==> config.mk <==
export PLATFORM = sky130hd
export DESIGN_NAME = alu_mc
export DESIGN_NICKNAME = d
export VERILOG_FILES = /design/src/rtl/alu_mc.sv
export SDC_FILE = /design/constraint.sdc
export NUM_CORES = 1
export LEC_CHECK = 0
export ABC_AREA = 1
export BUFFER_PORTS_ARGS = -buffer_cell sky130_fd_sc_hd__buf_2
export CAP_MARGIN = 20
export CORE_MARGIN = 4
export CORE_UTILIZATION = 45
export DETAILED_ROUTE_END_ITERATION = 8
export GPL_TIMING_DRIVEN = 0
export PLACE_DENSITY = 0.74
export SLEW_MARGIN = 20
export SYNTH_ARGS = -nofsm -noshare
export SYNTH_HDL_FRONTEND = slang
export SYNTH_SLANG_ARGS = --single-unit
export TNS_END_PERCENT = 30
==> constraint.sdc <==
create_clock -name clk -period 3 [get_ports clk]
set_clock_uncertainty 0.05 [all_clocks]
set_input_delay 0.45 -clock clk [delete_from_list [all_inputs] [get_ports clk]]
set_output_delay 0.45 -clock clk [all_outputs]
set_load 0.05 [all_outputs]
==> src/rtl/alu_mc.sv <==
// alu_mc: multi-cycle unsigned ALU (add, sub, shift-add mult, restoring div)
// with a valid/ready request side and a held result until out_ready.
// Ports: clk, rstN (async active-low), in_valid/in_ready, a, b, opcode,
//        out_valid/out_ready, result[2*WIDTH-1:0], err.
// Define ALU_MC_DIV_EN to build the divider; otherwise DIV returns err=1.
module alu_mc #(
  parameter int WIDTH = 32
) (
  input  logic               clk,
  input  logic               rstN,
  input  logic               in_valid,
  output logic               in_ready,
  input  logic [WIDTH-1:0]   a,
  input  logic [WIDTH-1:0]   b,
  input  logic [1:0]         opcode,
  output logic               out_valid,
  input  logic               out_ready,
  output logic [2*WIDTH-1:0] result,
  output logic               err
);

  localparam int CW = $clog2(WIDTH) + 1;
  localparam logic [CW-1:0] LAST = CW'(WIDTH - 1);

`ifdef ALU_MC_DIV_EN
  typedef enum logic [1:0] {
    S_IDLE = 2'd0,
    S_MUL  = 2'd1,
    S_DIV  = 2'd2,
    S_DONE = 2'd3
  } state_e;
`else
  typedef enum logic [1:0] {
    S_IDLE = 2'd0,
    S_MUL  = 2'd1,
    S_DONE = 2'd3
  } state_e;
`endif

  state_e             state_q, state_d;
  logic [CW-1:0]      cnt_q, cnt_d;
  // op_q: multiplicand for MUL, divisor for DIV
  logic [WIDTH-1:0]   op_q, op_d;
  // prod_q: {hi, lo}; MUL: {partial, multiplier}, DIV: {rem, dividend/quot}
  logic [2*WIDTH-1:0] prod_q, prod_d;
  logic [2*WIDTH-1:0] res_q, res_d;
  logic               err_q, err_d;

  logic [WIDTH:0]     add_r;
  logic [WIDTH:0]     sub_r;
  logic [WIDTH:0]     mul_sum;
  logic [2*WIDTH-1:0] mul_next;
  logic               accept;

  assign accept = in_valid && (state_q == S_IDLE);

  always_ff @(posedge clk or negedge rstN) begin
    if (!rstN) begin
      state_q <= S_IDLE;
      cnt_q   <= '0;
      op_q    <= '0;
      prod_q  <= '0;
      res_q   <= '0;
      err_q   <= 1'b0;
    end else begin
      state_q <= state_d;
      cnt_q   <= cnt_d;
      op_q    <= op_d;
      prod_q  <= prod_d;
      res_q   <= res_d;
      err_q   <= err_d;
    end
  end

  always_comb begin
    state_d = state_q;
    unique case (state_q)
      S_IDLE: begin
        if (in_valid) begin
          unique case (opcode)
            2'd0: state_d = S_DONE;
            2'd1: state_d = S_DONE;
            2'd2: state_d = S_MUL;
            2'd3: begin
`ifdef ALU_MC_DIV_EN
              state_d = (b == '0) ? S_DONE : S_DIV;
`else
              state_d = S_DONE;
`endif
            end
          endcase
        end
      end
      S_MUL: if (cnt_q == LAST) state_d = S_DONE;
`ifdef ALU_MC_DIV_EN
      S_DIV: if (cnt_q == LAST) state_d = S_DONE;
`endif
      S_DONE: if (out_ready) state_d = S_IDLE;
      default: state_d = S_IDLE;
    endcase
  end

  always_comb begin
    in_ready  = (state_q == S_IDLE);
    out_valid = (state_q == S_DONE);
    result    = res_q;
    err       = err_q;
  end

  // One shift-add step: add multiplicand into the high half if the
  // current multiplier LSB is set, then shift the whole pair right.
  always_comb begin
    add_r    = {1'b0, a} + {1'b0, b};
    sub_r    = {1'b0, a} - {1'b0, b};
    mul_sum  = {1'b0, prod_q[2*WIDTH-1:WIDTH]}
             + (prod_q[0] ? {1'b0, op_q} : '0);
    mul_next = {mul_sum, prod_q[WIDTH-1:1]};
  end

`ifdef ALU_MC_DIV_EN
  logic [WIDTH:0]     div_sh;
  logic [WIDTH-1:0]   div_rem;
  logic               div_ge;
  logic [2*WIDTH-1:0] div_next;

  // Restoring step: shift next dividend bit into the remainder, keep the
  // subtraction only when it does not go negative.
  always_comb begin
    div_sh  = prod_q[2*WIDTH-1:WIDTH-1];
    div_ge  = (div_sh >= {1'b0, op_q});
    div_rem = div_sh[WIDTH-1:0] - op_q;
    if (div_ge)
      div_next = {div_rem, prod_q[WIDTH-2:0], 1'b1};
    else
      div_next = {prod_q[2*WIDTH-2:0], 1'b0};
  end
`endif

  always_comb begin
    cnt_d  = cnt_q;
    op_d   = op_q;
    prod_d = prod_q;
    res_d  = res_q;
    err_d  = err_q;
    unique case (state_q)
      S_IDLE: begin
        if (accept) begin
          cnt_d = '0;
          err_d = 1'b0;
          unique case (opcode)
            2'd0: begin
              res_d          = '0;
              res_d[WIDTH:0] = add_r;
            end
            2'd1: begin
              res_d          = '0;
              res_d[WIDTH:0] = sub_r;
            end
            2'd2: begin
              op_d   = a;
              prod_d = {{WIDTH{1'b0}}, b};
            end
            2'd3: begin
`ifdef ALU_MC_DIV_EN
              if (b == '0) begin
                res_d = {a, {WIDTH{1'b1}}};
                err_d = 1'b1;
              end else begin
                op_d   = b;
                prod_d = {{WIDTH{1'b0}}, a};
              end
`else
              res_d = '0;
              err_d = 1'b1;
`endif
            end
          endcase
        end
      end
      S_MUL: begin
        prod_d = mul_next;
        cnt_d  = cnt_q + 1'b1;
        if (cnt_q == LAST) res_d = mul_next;
      end
`ifdef ALU_MC_DIV_EN
      S_DIV: begin
        prod_d = div_next;
        cnt_d  = cnt_q + 1'b1;
        if (cnt_q == LAST) res_d = div_next;
      end
`endif
      default: ;
    endcase
  end

endmodule

* After elaboration in Yosys (flattened, before gate mapping)
Index checks and enable logic that the tools add are counted.
Operators by class: add/subtract/negate cells 4, eq/ne operators 12, mux-type cells 16, reduce and logical (&&, ||, !) cells 11
Operator list (count):
- 2-to-1 mux 64 bit | 4
- one-hot mux 64 bit (2 select lines) | 2
- one-hot mux 64 bit (3 select lines) | 1
- adder 32 x 32 -> 33 bit | 2
- subtractor 32 x 32 -> 33 bit | 1
- 2-to-1 mux 32 bit | 1
- one-hot mux 6 bit (2 select lines) | 1
- AND reduction 3 bit | 3
- adder 6 x 1 -> 6 bit (second input constant) | 1
- == test 2 bit (second input constant) | 3
- == test 6 x 5 -> 1 bit (second input constant) | 1
- 2-to-1 mux 2 bit | 3
- 2-to-1 mux 6 bit | 1
- inequality test 2 x 1 -> 1 bit (second input constant) | 3
- one-hot mux 2 bit (3 select lines) | 1
- == test 2 x 1 -> 1 bit (second input constant) | 2
- logical NOT 2 bit | 2
- inequality test 2 bit (second input constant) | 2
- inequality test 4 x 1 -> 1 bit (second input constant) | 1
- one-hot mux 2 bit (2 select lines) | 1
- AND reduction 2 bit | 2
- AND reduction 4 bit | 1
- OR reduction 3 bit | 1
- nonzero test 2 bit | 1
- other kinds (2) | 2
Word-level totals: register bits 169, input port bits 70, output and inout bits 67, logic and storage cells 49

* Longest topological paths before layout
Gate-level depths: netlist (run 1).
word-level depth 5, mapped depth 24, gate-level depth less buffers 24

* Least setup slack after synthesis (run 1)
OpenSTA, ideal clock, no wires.
path kind input to register, start input port b[1], end register res_q[32], in the netlist result[32], arrival 2.847 ns, data required time 2.873 ns, setup slack 0.025 ns, stages 22, path buffers 0, path through inv_1 > ha_1 > nand3_1 > nor2_1 > nand2_1 > nor2_1 > inv_1 > o21ai_0 > o21ai_0 > xor2_1 > ha_1 > nand2_1 > inv_1 > nand2_1 > nand2_1 > inv_1 > nand2_1 > a21oi_1 > nand3_1 > nand2_1 > nand2_1 > a21oi_1
Between the ends: word-level cells in the longest chain between the ends 4, elaborated cells between the ends (all ways) 5
Ends and longest elaborated chain:
- start, declared | line 14 | input logic [WIDTH-1:0] b,
- subtractor 32 x 32 -> 33 bit / adder 32 x 32 -> 33 bit (equally long branches) | line 114, 113
- one-hot mux 64 bit (3 select lines) (*) | line 150 | unique case (opcode)
- 2-to-1 mux 64 bit (*) | line 147 | if (accept) begin
- one-hot mux 64 bit (2 select lines) (*) | line 145 | unique case (state_q)
- end signal, assigned | line 70 | res_q <= res_d;
- end, declared | line 46 | logic [2*WIDTH-1:0] res_q, res_d;
Every way passes the cells marked *; elsewhere a longest branch is shown, timed or not. The select of a mux whose other input is x is not followed. A chain may end at the register's enable or synchronous reset.

* Worst setup path after layout (run 1)
start input port b[8], end register res_q[32], in the netlist result[32]
Same word-level chain as after synthesis.

==> impl_results.md, run 1 <==
- Worst setup path startpoint: b[8]
- CP endpoint: result[32]$_DFFE_PN0P_
- Number of synthesized flops with an enable pin: 0
- Fmax: 337 MHz
- Final min period: 2.97 ns
- Post-Synthesis Cell Area: 12700 µm²
- Worst hold path type: input port to register
- Multi-input logic area: 7440 µm²
- Critical path peak fanout: 5
- CP cell instances: buf_2 > nor2_4 > nand3_1 > nor2_1 > nand2_2 > o21ai_2 > o21ai_2 > a21oi_2 > xor2_1 > ha_4 > nand2_1 > nand2_1 > inv_1 > nor2_2 > nor2_2 > nand2_2 > a21oi_4 > nand3_2 > nand2_2 > nand2_2 > a21oi_2
- Sequential area share after synthesis: 0.334
- Uppermost layer routed: met4
- Final Hold Viols: 0
- Synth unique cells: 42
- Initial drt markers: 983
- Critical path arrival: 3.29 ns
- Leak: 8.16 nW
- Met3 routed WL: 2.74 mm
- Initial antenna violation count: 0
- Total gr overflow: 0
- Avg Inst Size Synth: 6.61 µm²
- Max_cap viols: 0
- Metal2 WL: 20.4 mm
- Power per Cell Area: 1050 nW/µm²
- Final Net Count: 2217
- Most numerous cell in the Yosys netlist: nand2_1
- Worst-path clk slew: 0.09 ns
- Period utilisation layout: 0.990
- Root buffer cell: clkbuf_16
- CTS max path bufs: 2
- Worst slew pin tran: 0.857 ns
- Ports: 137
- Detail Route Antenna Nets: 0
- First-pass GRT wire length: 66.3 mm
- Worst path slowest cell: xor2_1
- R2R Path End: result[63]$_DFFE_PN0P_
- Post-DP Area: 13900 µm²
- Num rows: 61
- CTS Buf Count: 17
- Ys Warns: 0
- Core Area: 27800 µm²
- Port Buffers: 136
- Synth cell count leaders: 572 x nand2_1, 335 x inv_1, 185 x nor2_1
- Peak VDD IR: 634 µV
- Area growth, synth to finish: 18.4%
- Hpwl dp: 34.8 mm
- Worst reg2reg path depth: 14
- Die extent in y: 176 µm
- CP endpoint kind: register
- Final core occ: 0.540
- Critical Setup Path Class: input port to register
- Delay of the slowest critical-path stage: 0.29 ns
- CTS tree: done
- Required time worst endpoint: 3.32 ns
- Fin. max-slew vios: 0
- Gate Count Post-Synth: 1915
- Worst r2r src: prod_q[0]$_DFFE_PN0P_
- Status: finished, final reports clean
- Fin area: 15000 µm²
- CP Launch Type: input port
- Met1 WL: 18.7 mm
- Synth area leader: dfrtp_1
- Routed len/inst: 17.6 µm
- FFs w/ async S/R, synth: 1.00
- Main synth FF type: dfrtp_1
- Area share of the largest cell type after synthesis: 0.334
- Via count: 13000
- Total Routing Usage GR: 0.275
- Largest net degree at the start of global routing: 98
- Vias in the first global route: 12400
- Number of fill cells: 2867
- Storage cell area: 4230 µm²
- Critical Path Stages: 21
- GP Congestion: 0.995
- Final WL: 43.5 mm
- Die ar.: 30900 µm²
- Cells taking the most area after synthesis: dfrtp_1 33%, nand2_1 17%, inv_1 9.9%, ha_1 6.5%, nor2_1 5.5%
- CP top delay family: simple AND/OR/NAND/NOR gates
- First drt pass iteration count: 5
- Yosys reg bits: 169
- Worst R2R Setup Slack: 0.20 ns
- Initial core utilization: 0.456
- Final setup vio count: 0
- Worst Path Buf+Inv: 2
- DRC: 0
- Crit path top cell by count: nand2_2
- Die X: 176 µm
- Syn nets: 2053
- Clk sink count: 169
- Worst skew pair latency: 0.45 ns
- Layout cells sized above 1: 0.164
- H-tree levels: 4
- DR vias/cell: 5.26
- Slew HR: 0.424
-- layer usage --
layer  GRT usage  vias to the layer above
met2       0.466                      458
met1       0.359                     6068
li1            -                     6373
met4       0.102                        0
met3      0.0387                       90
met5           0                        -
-- how the worst min path moves through the flow --
stage,from,endpoint,slack [ns],cells after the start
after detailed placement,rstN,result[40]$_DFFE_PN0P_,0.39,1
after CTS,out_ready,state_q[1]$_DFFE_PN0P_,0.15,2
after global routing,out_ready,state_q[1]$_DFFE_PN0P_,0.15,2
final,out_ready,state_q[1]$_DFFE_PN0P_,0.15,2
after floorplan,rstN,cnt_q[0]$_DFFE_PN0P_,0.10,0
after global placement,result[4]$_DFFE_PN0P_,result[4]$_DFFE_PN0P_,0.40,2
-- through the flow --
stage	power [W]	instances	hold WS [ns]	setup TNS, ns	setup WS [ns]
6_report	0.0158	2471	0.147	0	0.0310
5_1_grt	0.0169	2470	0.152	-0.186	-0.102
4_1_cts	0.0156	2465	0.146	-0.0996	-0.0489
3_5_place_dp	0.0133	2430	0.391	-17.80	-1.10
3_3_place_gp	0.0131	2429	0.400	-228.83	-1.27
2_1_floorplan	0.0106	1915	0.104	0	0.0253
-- cell type report --
cell class	count	area share
multi-input cells	1359	0.496
flip-flops and latches	169	0.282
inverters	340	0.0859
repair buffers	146	0.0534
well taps	378	0.0315
clock buffers	18	0.0293
plain buffers	46	0.0138
clock inverters	14	0.00818
diodes	1	0.000167
-- cells by family (layout without fill, tap and decap cells) --
kind of cell,Yosys count,count (layout),share of synthesized area
fa+ha+maj,68,68,0.0684
compound gates,279,279,0.124
buf+inv,387,564,0.116
mux,30,30,0.0267
other cells,0,1,0
xor+xnor,31,31,0.0214
flops,169,169,0.334
simple gates,951,951,0.309
-- what timing repair did --
action,CTS,global route
pin swaps,9,34
endpoints found under the setup margin,20,65
setup buffers,2,6
endpoints found under the hold margin,72,0
gates cloned,0,0
hold buffers,1,0
gates resized for setup,40,100
-- power by group --
| group | internal (W) | leakage (nW) | total [W] | switching [W] |
|---|---|---|---|---|
| Clock | 0.00112 | 0.277 | 0.00223 | 0.00111 |
| Sequential | 0.00338 | 2.10 | 0.00398 | 0.000601 |
| Combinational | 0.00284 | 5.78 | 0.00959 | 0.00674 |
-- sequential cells by signal (all words and copies together) (netlist names) --
name,flops
err,1
op_q,32
prod_q,64
cnt_q,6
result,64
state_q,2
-- layout by cell type, fill, tap and decap left out, types with 10 or more instances in the layout --
| master | netlist | layout |
|---|---|---|
| or2_2 | 22 | 22 |
| o21ai_1 | 12 | 12 |
| nand3_1 | 109 | 103 |
| a31oi_1 | 29 | 29 |
| clkbuf_16 | 0 | 17 |
| buf_4 | 4 | 13 |
| ha_1 | 66 | 53 |
| dfrtp_1 | 169 | 169 |
| a21oi_1 | 73 | 63 |
| a21boi_1 | 14 | 13 |
| nand4_1 | 23 | 23 |
| mux2_2 | 30 | 30 |
| clkbuf_1 | 33 | 27 |
| nand3b_1 | 10 | 10 |
| nand2_1 | 572 | 551 |
| nor3_1 | 18 | 14 |
| xor2_1 | 26 | 22 |
| nor2_1 | 185 | 168 |
| buf_2 | 6 | 139 |
| nor2_2 | 2 | 13 |
| inv_1 | 335 | 329 |
| nand2_2 | 2 | 22 |
| o21ai_0 | 114 | 107 |
| ha_4 | 0 | 10 |
Power figures use the tool's default switching activity.
==> run 2: changes to the inputs <==
--- a/config.mk
+++ b/config.mk
@@ -8,11 +8,12 @@
 export ABC_AREA = 1
 export BUFFER_PORTS_ARGS = -buffer_cell sky130_fd_sc_hd__buf_2
 export CAP_MARGIN = 20
+export CORE_ASPECT_RATIO = 1.5
 export CORE_MARGIN = 4
-export CORE_UTILIZATION = 45
+export CORE_UTILIZATION = 60
 export DETAILED_ROUTE_END_ITERATION = 8
 export GPL_TIMING_DRIVEN = 0
-export PLACE_DENSITY = 0.74
+export PLACE_DENSITY = 0.91
 export SLEW_MARGIN = 20
 export SYNTH_ARGS = -nofsm -noshare
 export SYNTH_HDL_FRONTEND = slang
==> run 2 against run 1 <==
  * Global-route usage up 9.8 points
  * Worst setup slack lost 0.00098 ns
  * First-iteration DRC count rose by 20%
  * Combinational power increased by 2%
  * Sequential cell count did not move
  * Critical path type unchanged
  * Largest cell class unchanged
==> impl_results.md, run 2 (synthesis gave the netlist of run 1 again) <==
- Initial core utilization: 0.616
- CTS Buf Count: 17
- Core Area: 20600 µm²
- CTS max path bufs: 2
- Layout cells sized above 1: 0.171
- Final setup TNS: 0 ns
- Hpwl dp: 35.6 mm
- Most frequent cells in the layout: 539 x nand2_1, 330 x inv_1, 168 x dfrtp_1, 166 x nor2_1, 139 x buf_2
- Critical Setup Path Class: input port to register
- Worst hold start: out_ready
- Slew HR: 0.327
- Clk sink count: 169
- Power per Cell Area: 1080 nW/µm²
- Worst R2R Setup Slack: 0.21 ns
- Die ar.: 23500 µm²
- R2R Path End: result[63]$_DFFE_PN0P_
- Largest net degree at the start of global routing: 97
- Worst-path clk slew: 0.07 ns
- Status: finished, final reports clean
- Worst slew pin tran: 1.00 ns
- Initial antenna violation count: 0
- Total Routing Usage GR: 0.373
- Leak: 8.20 nW
- CP Launch Type: input port
- Initial drt markers: 1184
- DRC: 0
- GP Congestion: 0.999
- Vias in the first global route: 13500
- Final Hold Viols: 0
- Antenna fix cells: 0
- CTS tree: done
- Required time worst endpoint: 3.33 ns
- Port Buffers: 136
- Fmax: 337 MHz
- Root buffer cell: clkbuf_16
- Peak VDD IR: 775 µV
- Routed len/inst: 19.1 µm
- Fin. max-slew vios: 0
- Fin worst setup slack: 0.0300 ns
- Worst Hold End: state_q[1]$_DFFE_PN0P_
- Critical path arrival: 3.30 ns
- Worst reg2reg path depth: 14
- Area growth, synth to finish: 17.8%
- Number of fill cells: 1681
- H-tree levels: 4
- Final setup vio count: 0
- Detail Route Antenna Nets: 0
- Die X: 127 µm
- First drt pass iteration count: 9
- Final Net Count: 2220
- Ports: 137
- DR vias/cell: 5.78
- Worst slack at placement: -1.05 ns
- Most common cell after layout, fill and taps aside: nand2_1
- Final WL: 45.0 mm
- First-pass GRT wire length: 67.7 mm
- Worst hold path type: input port to register
- Die extent in y: 186 µm
- Max_cap viols: 0
- CP endpoint kind: register
- Unrepaired setup endpoints after global routing: true
- Final core occ: 0.725
- Via count: 13600
- Num rows: 64
- Period utilisation layout: 0.990
- Critical path peak fanout: 10
- Final min period: 2.97 ns
- Hold path cells: 2
- Worst skew pair latency: 0.46 ns
- Worst r2r src: prod_q[0]$_DFFE_PN0P_
- Total gr overflow: 0
==> run 2: changes by cell type in the layout (fill, tap and decap cells not counted), sizes merged <==
| cell | before | now |
|---|---|---|
| inv | 349 | 346 |
| diode | 1 | 0 |
| clkinv | 4 | 7 |
| buf | 160 | 162 |
| bufinv | 0 | 1 |
==> run 2: metrics by stage <==
stage / cells / area (µm²) / total power, W / hold slack (ns)
finish: 2359 / 14900 / 0.0161 / 0.155
global route: 2359 / 14900 / 0.0171 / 0.164
CTS: 2351 / 14500 / 0.0157 / 0.160
detailed placement: 2316 / 13700 / 0.0134 / 0.403
global placement: 2315 / 13700 / 0.0131 / 0.402
floorplan: 1915 / 12700 / 0.0106 / 0.104
==> run 2: power breakdown <==
part	switching (W)	internal, W	total [W]
Clock	0.00112	0.00120	0.00232
Sequential	0.000611	0.00338	0.00399
Combinational	0.00690	0.00286	0.00976
==> run 2: area by class of cell <==
class	instances	area, µm²	share of cell area
plain buffers	46	204	0.0137
clock buffers	17	425	0.0285
multi-input cells	1359	7420	0.498
clock inverters	15	183	0.0122
flip-flops and latches	169	4230	0.284
well taps	264	330	0.0221
inverters	340	1290	0.0866
repair buffers	149	831	0.0557
==> run 2: repair_timing <==
action,in CTS,in global routing
gates resized for setup,36,112
hold buffers,1,0
endpoints found under the hold margin,73,0
setup buffers,2,9
setup endpoints to repair,33,58
pin swaps,5,33
==> run 2: worst max path at each step <==
stage              start                     end  slack [ns]  cells past startpoint
2_1_floorplan       b[1]  result[32]$_DFFE_PN0P_        0.03                     22
3_3_place_gp        rstN  result[26]$_DFFE_PN0P_       -1.11                      1
3_5_place_dp        b[1]  result[32]$_DFFE_PN0P_       -1.05                     21
4_1_cts             b[1]  result[32]$_DFFE_PN0P_       -0.09                     24
5_1_grt        opcode[0]  result[32]$_DFFE_PN0P_       -0.12                     21
6_report       opcode[0]  result[28]$_DFFE_PN0P_        0.03                     19
==> run 2: metal layers <==
| metal | track usage | part of all wire | up-vias |
|---|---|---|---|
| li1 | - | - | 6387 |
| met1 | 0.383 | 0.34 | 6249 |
| met2 | 0.660 | 0.48 | 726 |
| met3 | 0.0606 | 0.070 | 277 |
| met4 | 0.312 | 0.10 | 0 |
| met5 | 0 | 0 | - |
==> run 2: worst max-delay path, stage by stage <==
cell	delay, ns
buf_2	0.09
inv_1	0.07
nor2_4	0.19
inv_2	0.15
clkbuf_2	0.27
nand2_1	0.14
o21ai_0	0.18
fa_1	0.47
inv_1	0.13
nand3_1	0.08
nand2_1	0.15
nand2_1	0.07
nand2_1	0.13
nand2_1	0.09
nand2_2	0.13
nand2_2	0.08
nand3_1	0.08
nand3_1	0.13
a21boi_1	0.21
